<file path="config.mk">
export PLATFORM = sky130hd
export DESIGN_NAME = instr_fetch_unit
export DESIGN_NICKNAME = d
export VERILOG_FILES = /design/src/rtl/instr_fetch_unit_pkg.sv /design/src/rtl/instr_fetch_unit_prog_mem.sv /design/src/rtl/instr_fetch_unit.sv
export SDC_FILE = /design/constraint.sdc
export NUM_CORES = 1
export LEC_CHECK = 0
export CAP_MARGIN = 0
export CORE_MARGIN = 10
export CORE_UTILIZATION = 55
export DETAILED_ROUTE_END_ITERATION = 7
export GPL_TIMING_DRIVEN = 0
export HOLD_SLACK_MARGIN = 0.06
export PLACE_DENSITY = 0.84
export REMOVE_ABC_BUFFERS = 1
export SYNTH_ARGS = -nofsm -noshare
export SYNTH_HDL_FRONTEND = slang
export SYNTH_SLANG_ARGS = --single-unit
</file>
<file path="constraint.sdc">
create_clock -name clk -period 2.7 [get_ports clk]
set_clock_uncertainty 0.15 [all_clocks]
set_input_delay 0.54 -clock clk [delete_from_list [all_inputs] [get_ports clk]]
set_output_delay 0.54 -clock clk [all_outputs]
set_load 0.05 [all_outputs]
</file>
<file path="src/rtl/instr_fetch_unit_pkg.sv">
// rtl/instr_fetch_unit_pkg.sv - shared opcodes, tick phases and fetch state type
package instr_fetch_unit_pkg;

  localparam int OP_W = 3;

  // Opcodes that matter to the fetcher: HALT stops fetching, MOVI/ADDI carry an immediate word
  localparam logic [OP_W-1:0] OP_HALT = 3'b000;
  localparam logic [OP_W-1:0] OP_ADDI = 3'b010;
  localparam logic [OP_W-1:0] OP_MOVI = 3'b111;

  // One-hot slot phases produced by the shared tick generator
  localparam logic [3:0] T1 = 4'b0001;
  localparam logic [3:0] T2 = 4'b0010;
  localparam logic [3:0] T3 = 4'b0100;
  localparam logic [3:0] T4 = 4'b1000;

  typedef enum logic [1:0] {
    ST_IDLE   = 2'd0,
    ST_ARM    = 2'd1,
    ST_RUN    = 2'd2,
    ST_HALTED = 2'd3
  } fetch_state_t;

  // True for opcodes followed by an immediate word in the program
  function automatic logic op_has_imm(input logic [OP_W-1:0] op);
    return (op == OP_MOVI) || (op == OP_ADDI);
  endfunction

endpackage

</file>
<file path="src/rtl/instr_fetch_unit_prog_mem.sv">
// rtl/instr_fetch_unit_prog_mem.sv - program store, synchronous write, asynchronous read
module instr_fetch_unit_prog_mem #(
  parameter int DEPTH  = 32,
  parameter int ADDR_W = 5,
  parameter int WORD_W = 9
) (
  input  logic              clk,
  input  logic              we,
  input  logic [ADDR_W-1:0] waddr,
  input  logic [WORD_W-1:0] wdata,
  input  logic [ADDR_W-1:0] raddr,
  output logic [WORD_W-1:0] rdata
);

  // Contents survive reset so a program can be rerun after rst
  logic [WORD_W-1:0] mem [DEPTH];

  // Single-cycle write port used by the loader
  always_ff @(posedge clk) begin
    if (we) begin
      mem[waddr] <= wdata;
    end
  end

  assign rdata = mem[raddr];

endmodule

</file>
<file path="src/rtl/instr_fetch_unit.sv">
// rtl/instr_fetch_unit.sv - slot-synchronous program fetcher driving the processor din
module instr_fetch_unit
  import instr_fetch_unit_pkg::*;
#(
  parameter int DEPTH  = 32,
  parameter int ADDR_W = 5,
  parameter int WORD_W = 9
) (
  input  logic              clk,
  input  logic              rst,
  input  logic [3:0]        tick,
  input  logic              start,
  input  logic              stop,
  input  logic              prog_we,
  input  logic [ADDR_W-1:0] prog_addr,
  input  logic [WORD_W-1:0] prog_data,
  output logic [WORD_W-1:0] din,
  output logic [ADDR_W-1:0] pc,
  output logic              running,
  output logic              halted,
  output logic              imm_phase
);

  fetch_state_t      state, state_n;
  logic [ADDR_W-1:0] pc_n;
  logic [WORD_W-1:0] din_n;
  logic [OP_W-1:0]   cur_op, cur_op_n;
  logic              imm_n;
  logic              stop_pend, stop_n;
  logic              mem_we;
  logic              slot_fetch;
  logic [WORD_W-1:0] rd_word;
  logic [OP_W-1:0]   rd_op;

  // The program store is only ever read at pc; loads go through the idle-gated write port
  instr_fetch_unit_prog_mem #(
    .DEPTH  (DEPTH),
    .ADDR_W (ADDR_W),
    .WORD_W (WORD_W)
  ) prog_mem (
    .clk   (clk),
    .we    (mem_we),
    .waddr (prog_addr),
    .wdata (prog_data),
    .raddr (pc),
    .rdata (rd_word)
  );

  assign rd_op = rd_word[WORD_W-1 -: OP_W];

  // Next-state decode: control pulses, slot-start fetch at T1, immediate at T2, slot close at T4
  always_comb begin
    state_n    = state;
    pc_n       = pc;
    din_n      = din;
    cur_op_n   = cur_op;
    imm_n      = imm_phase;
    stop_n     = stop_pend;
    mem_we     = 1'b0;
    slot_fetch = 1'b0;

    case (state)
      ST_IDLE, ST_HALTED: begin
        stop_n = 1'b0;
        mem_we = prog_we;
        // stop in the same cycle as start cancels it
        if (start && !stop) begin
          state_n = ST_ARM;
        end
      end

      ST_ARM: begin
        if (stop) begin
          state_n = ST_IDLE;
        end else if (tick == T1) begin
          slot_fetch = 1'b1;
        end
      end

      ST_RUN: begin
        // A stop arriving anywhere in the slot is held until the slot completes
        if (stop) begin
          stop_n = 1'b1;
        end
        case (tick)
          T1: slot_fetch = 1'b1;
          T2: begin
            if (op_has_imm(cur_op)) begin
              din_n = rd_word;
              pc_n  = pc + ADDR_W'(1);
              imm_n = 1'b1;
            end
          end
          T3: ;
          T4: begin
            imm_n = 1'b0;
            if (stop || stop_pend) begin
              state_n = ST_IDLE;
              din_n   = '0;
              stop_n  = 1'b0;
            end
          end
          default: ;
        endcase
      end

      default: state_n = ST_IDLE;
    endcase

    // A HALT marker leaves pc on the marker so the program can be inspected or patched
    if (slot_fetch) begin
      if (rd_op == OP_HALT) begin
        din_n   = '0;
        state_n = ST_HALTED;
        stop_n  = 1'b0;
      end else begin
        din_n    = rd_word;
        cur_op_n = rd_op;
        pc_n     = pc + ADDR_W'(1);
        state_n  = ST_RUN;
      end
    end
  end

  // State and datapath registers; rst abandons any partial instruction immediately
  always_ff @(posedge clk or posedge rst) begin
    if (rst) begin
      state     <= ST_IDLE;
      pc        <= '0;
      din       <= '0;
      cur_op    <= OP_HALT;
      imm_phase <= 1'b0;
      stop_pend <= 1'b0;
    end else begin
      state     <= state_n;
      pc        <= pc_n;
      din       <= din_n;
      cur_op    <= cur_op_n;
      imm_phase <= imm_n;
      stop_pend <= stop_n;
    end
  end

  assign running = (state == ST_ARM) || (state == ST_RUN);
  assign halted  = (state == ST_HALTED);

endmodule

</file>
Word-level counts from Yosys, hierarchy flattened

Memory sizes are Yosys's and may differ from the RTL's.
Index checks and enable logic that the tools add are counted.

Add/sub/neg operators: 1
Equal/unequal tests: 15
Muxes and demuxes: 32
Bitwise logic cells: 1
Reduce and logical (&&, ||, !) cells: 15

Operators by type and width:

| kind                  | count |
|---|---|
| $mux W9               | 5 |
| $mux W5               | 5 |
| $pmux W9 S2           | 1 |
| $ne A3 B3 Y1 const B  | 5 |
| $mux W1               | 12 |
| $mux W2               | 5 |
| $reduce_and A4 Y1     | 2 |
| $pmux W1 S2           | 3 |
| $pmux W2 S3           | 1 |
| $add A5 B1 Y5 const B | 1 |
| $eq A2 B2 Y1 const B  | 2 |
| $eq A4 B1 Y1 const B  | 1 |
| $eq A4 B2 Y1 const B  | 1 |
| $eq A4 B4 Y1 const B  | 1 |
| $reduce_bool A2 Y1    | 2 |
| $eq A3 B2 Y1 const B  | 1 |
| $eq A3 B3 Y1 const B  | 1 |
| $logic_not A3 Y1      | 1 |
| $logic_or A1 B1 Y1    | 3 |
| $ne A3 B2 Y1 const B  | 1 |
| $reduce_and A3 Y1     | 1 |
| $reduce_bool A3 Y1    | 1 |
| $eq A2 B1 Y1 const B  | 1 |
| $logic_not A2 Y1      | 1 |
| other kinds (6)       | 6 |

Register bits: 21
Bits in writable memories: 288
Input bits: 23
Output and inout bits: 17
Word-level logic and storage cells: 71
Memories kept: 1

Memory list:

| name         | depth | bits a word | rd ports | clocked after Yosys merged registers in | wr ports | RTL line                        | RTL |
|---|---|---|---|---|---|---|---|
| prog_mem.mem | 32    | 9           | 1        | 0                                       | 1        | instr_fetch_unit_prog_mem.sv:16 | `logic [WORD_W-1:0] mem [DEPTH];` |

Logic depth before layout (Yosys ltp)

Depth after elaboration: 7
Gate-level depth with buffers: 10
Gate-level depth less buffers: 8

Hierarchy

From an unflattened synthesis, not the netlist that was laid out.

Cells, all modules: 539
Area, all modules: 12107.9 µm²

Modules (own cells, without submodules):

| module                    | instances | cells each | area each (µm²) | sequential area each (µm²) |
|---|---|---|---|---|
| instr_fetch_unit_prog_mem | 1         | 454        | 11101.9         | 8648.3 |
| instr_fetch_unit          | 1         | 85         | 1006.0          | 525.5 |

Least setup slack after synthesis

OpenSTA, ideal clock, no wires.

Path type: register to register
Start point: register pc[0]
End point: register pc[1]
Library setup time: 0.125 ns
Arrival time: 3.054 ns
Data required time: 2.425 ns
Setup slack: -0.629 ns
Cell stages (with the launch flop): 10
Buffers on the path: 3
Period minus slack after synthesis: 3.329 ns
Cell sequence: dfrtp_1 -> buf_2 -> buf_2 -> mux2_2 -> a221oi_1 -> nand3_1 -> a222oi_1 -> a21o_1 -> buf_6 -> mux2_4

Word-level cells in the longest chain between the ends: 6
Elaborated cells on any way between the ends: 8
Those cells by class: 1 x add/sub; 5 x mux; 1 x reduce/logical; 1 x memory

Ends and longest elaborated chain:

| element                | RTL line                                        | RTL |
|---|---|---|
| start, declared        | instr_fetch_unit.sv:18                          | `output logic [ADDR_W-1:0] pc,` |
| start signal, assigned | instr_fetch_unit.sv:136                         | `pc <= pc_n;` |
| $add A5 B1 Y5          | instr_fetch_unit.sv:90, instr_fetch_unit.sv:119 |  |
| $mux W5                | instr_fetch_unit.sv:88                          | `if (op_has_imm(cur_op)) begin` |
| $mux W5                | instr_fetch_unit.sv:85                          | `case (tick)` |
| $mux W5                | instr_fetch_unit.sv:62                          | `case (state)` |
| $mux W5                | instr_fetch_unit.sv:112                         | `if (rd_op == OP_HALT) begin` |
| $mux W5 *              | instr_fetch_unit.sv:111                         | `if (slot_fetch) begin` |
| named net pc_n[1]      | instr_fetch_unit.sv:25                          | `logic [ADDR_W-1:0] pc_n;` |

Mark *: on every way through the listed nets, which the timed path passes. The rest lies on a longest branch.
A chain may end at the register's enable or synchronous reset.

Final worst setup path

Same ends and word-level chain as after synthesis.

==> metrics.txt <==
status=finished with violations; violated checks=negative setup slack; Synth top area share=71.29%; Power Internal=9289 uW; slew margin rel.=6.101%; Avg Inst Size Synth=21.17 um^2; GR Overflow Total=0; final non-filler cell total=950; Clock power frac=33.3%; All-Layer GR Usage=20.16%; Port Buffers=39; Pwr per Cell Area=871.4 nW/um^2; critical path peak fanout=5; Netlist cell types=43; ranking of synthesized cells by area=edfxtp_1 (71%), mux4_2 (14%), dfrtp_1 (4.3%); crit path launch type=flip-flop; fmax=343.4 MHz; Final Critical Period=2.912 ns; Nets=678; vias post-DR=6,540; Root Buffer=clkbuf_16; share of cells above drive strength 1=31.04%; Placed Cells=870; HPWL after DPL=15,500 um; Cells after Synth=573; core area=21,760 um^2; Crit. End Element=flip-flop; Min-Delay Path Class=input pin to asynchronous set/reset pin; Sequential Power Share=43.6%; Least-Margin Pin Slew=1.404 ns; overall die width=168.5 um; DRT antenna net count=0; synth cell count leaders=edfxtp_1 (288), mux4_2 (78), nor2_1 (40); Starting Density=55.76%; Pre-Repair DR Iteration Count=5; Worst VDD drop=0.4984 mV; Clock Latency Late Sink=0.55 ns; Ports=40; most frequent cell after synthesis=edfxtp_1; Row Count=54; ant diodes=0; first-pass GRT wire length=43,410 um; Net Switching=3372 uW; vias in the first global route=6,553; Placer Congestion=0.8077; Comb pwr share=23.2%; cell taking the most area after synthesis=edfxtp_1; vias per inst=6.884; DR WL/cell=32.40 um; Die ar.=28,400 um^2; Crit Path Category=flip-flop to flip-flop; flops & latches, synth=309; setup TNS=-2.606 ns; Data required, critical path=2.98 ns; setup violators final=17; pin count of the biggest net entering global routing=33; Max Cap Viol=0; final WL=30,780 um; Hold-fix buffers, CTS=0; worst setup margin=-0.2120 ns; pins over their slew limit=0; clk buf depth=3; fin crit share=107.9%; Synth Flop Type=edfxtp_1; synthesized cell area=12,130 um^2; Sw Ratio=26.64%; TritonCTS clock tree=yes; post-synthesis sequential area ratio=75.63%; H-Tree Depth=1; Synth Warn #=0; total CTS buffers=28; P_leak=0.004596 uW; number of enable flip-flop cells after synthesis=288; final hold vios=0; FFs w/ async S/R, synth=6.796%; crit path DAT=3.19 ns; RSZ-0062 raised after global routing=true; Area Overhead vs Synth=19.77%; DRT iter0 DRCs=1,001; initial antenna violation count=0; clock-pin slew on the worst setup and hold paths=0.07 ns; die height=168.5 um; # clock sinks=309; DRC errors left=0
stage by stage:
stage / power (uW) / util (%) / setup WS [ns] / cell area [um^2] / hold WS, ns
floorplan: 7370 / - / -2.958 / 12010 / 0.3065
global placement: 7793 / 58.61 / -3.916 / 12750 / 0.3235
detailed placement: 7935 / 58.87 / -1.451 / 12810 / 0.3334
CTS: 12370 / 64.91 / -0.1688 / 14120 / 0.3120
global route: 12950 / 66.78 / -0.2618 / 14530 / 0.3555
finish: 12660 / 66.78 / -0.2120 / 14530 / 0.2962
power groups by stage:
stage | clock [uW] | combinational, uW | sequential (uW)
after floorplan | 0 | 1290 | 6080
after global placement | 0 | 1900 | 5900
after detailed placement | 0 | 2130 | 5800
after CTS | 4180 | 2700 | 5490
after global routing | 4370 | 3050 | 5520
final | 4220 | 2930 | 5510
per-layer routing:
| layer | vias up | track usage, % | part of all wire (%) |
|---|---|---|---|
| met3 | 92 | 3.358 | 11 |
| li1 | 2543 | - | - |
| met2 | 532 | 33.10 | 50 |
| met5 | - | 0 | 0 |
| met4 | 0 | 7.494 | 4.0 |
| met1 | 3373 | 26.73 | 36 |
final timing paths:
kind,start,end,slack (ns),cells past startpoint
worst max-delay path,pc[0],pc[1],-0.21,8
worst min register to register,imm_phase,imm_phase,0.34,1
worst min-delay path,rst,state[0],0.30,2
worst max register to register,pc[0],pc[1],-0.21,8
min in group clk,imm_phase,imm_phase,0.34,1
max in group asynchronous,rst,pc[2],1.54,2
worst max-delay path, stage by stage (launching register included):
cell and delay, ns:
dfrtp_4 0.49, buf_12 0.15, mux4_2 0.51, a22o_1 0.25
a211o_1 0.30, a222oi_1 0.34, buf_4 0.20, a21o_4 0.12
mux2_4 0.29
flip-flops by register name (all words and copies together) (netlist names):
register      flops
prog_mem.mem    288
din               9
pc                5
cur_op            3
state             2
imm_phase         1
stop_pend         1
final cells by class:
cell class | instances | area, um^2
Multi-Input combinational cell | 234 | 3074
Clock buffer | 33 | 740.7
Inverter | 6 | 22.52
Clock inverter | 17 | 226.5
Timing Repair Buffer | 71 | 928.4
Fill cell | 1257 | 7227
Sequential cell | 309 | 9186
Tap cell | 280 | 350.3
cell usage in the layout, fill, tap and decap left out, drive strengths merged, types with 6 or more instances in the layout:
cell and count:
dfrtp 21, mux2 7, o2bb2ai 12, inv 6, nor2 40, buf 29, mux2i 12, mux4 78
clkbuf 34, edfxtp 288, nand2 11, clkdlybuf4s50 32, bufinv 6, nand3 7, clkinv 11
timing repair:
| item | CTS | global route |
|---|---|---|
| setup endpoints to repair | 295 | 306 |
| hold endpoints to repair | 0 | 0 |
| pin swaps | 2 | 12 |
| cloned | 3 | 1 |
| resized for setup | 51 | 34 |
| buffers inserted | 11 | 15 |
cell families after synthesis:
group	count (synthesis)	share of synthesized area (%)
flip-flops	309	75.63
XOR/XNOR	5	0.3610
buffers and inverters	30	1.176
adder cells (fa/ha/maj)	5	0.5157
AND/OR/NAND/NOR	83	3.301
multiplexers	97	16.15
AO/OA/AOI/OAI	44	2.868
(Power assumes the default switching activity.)
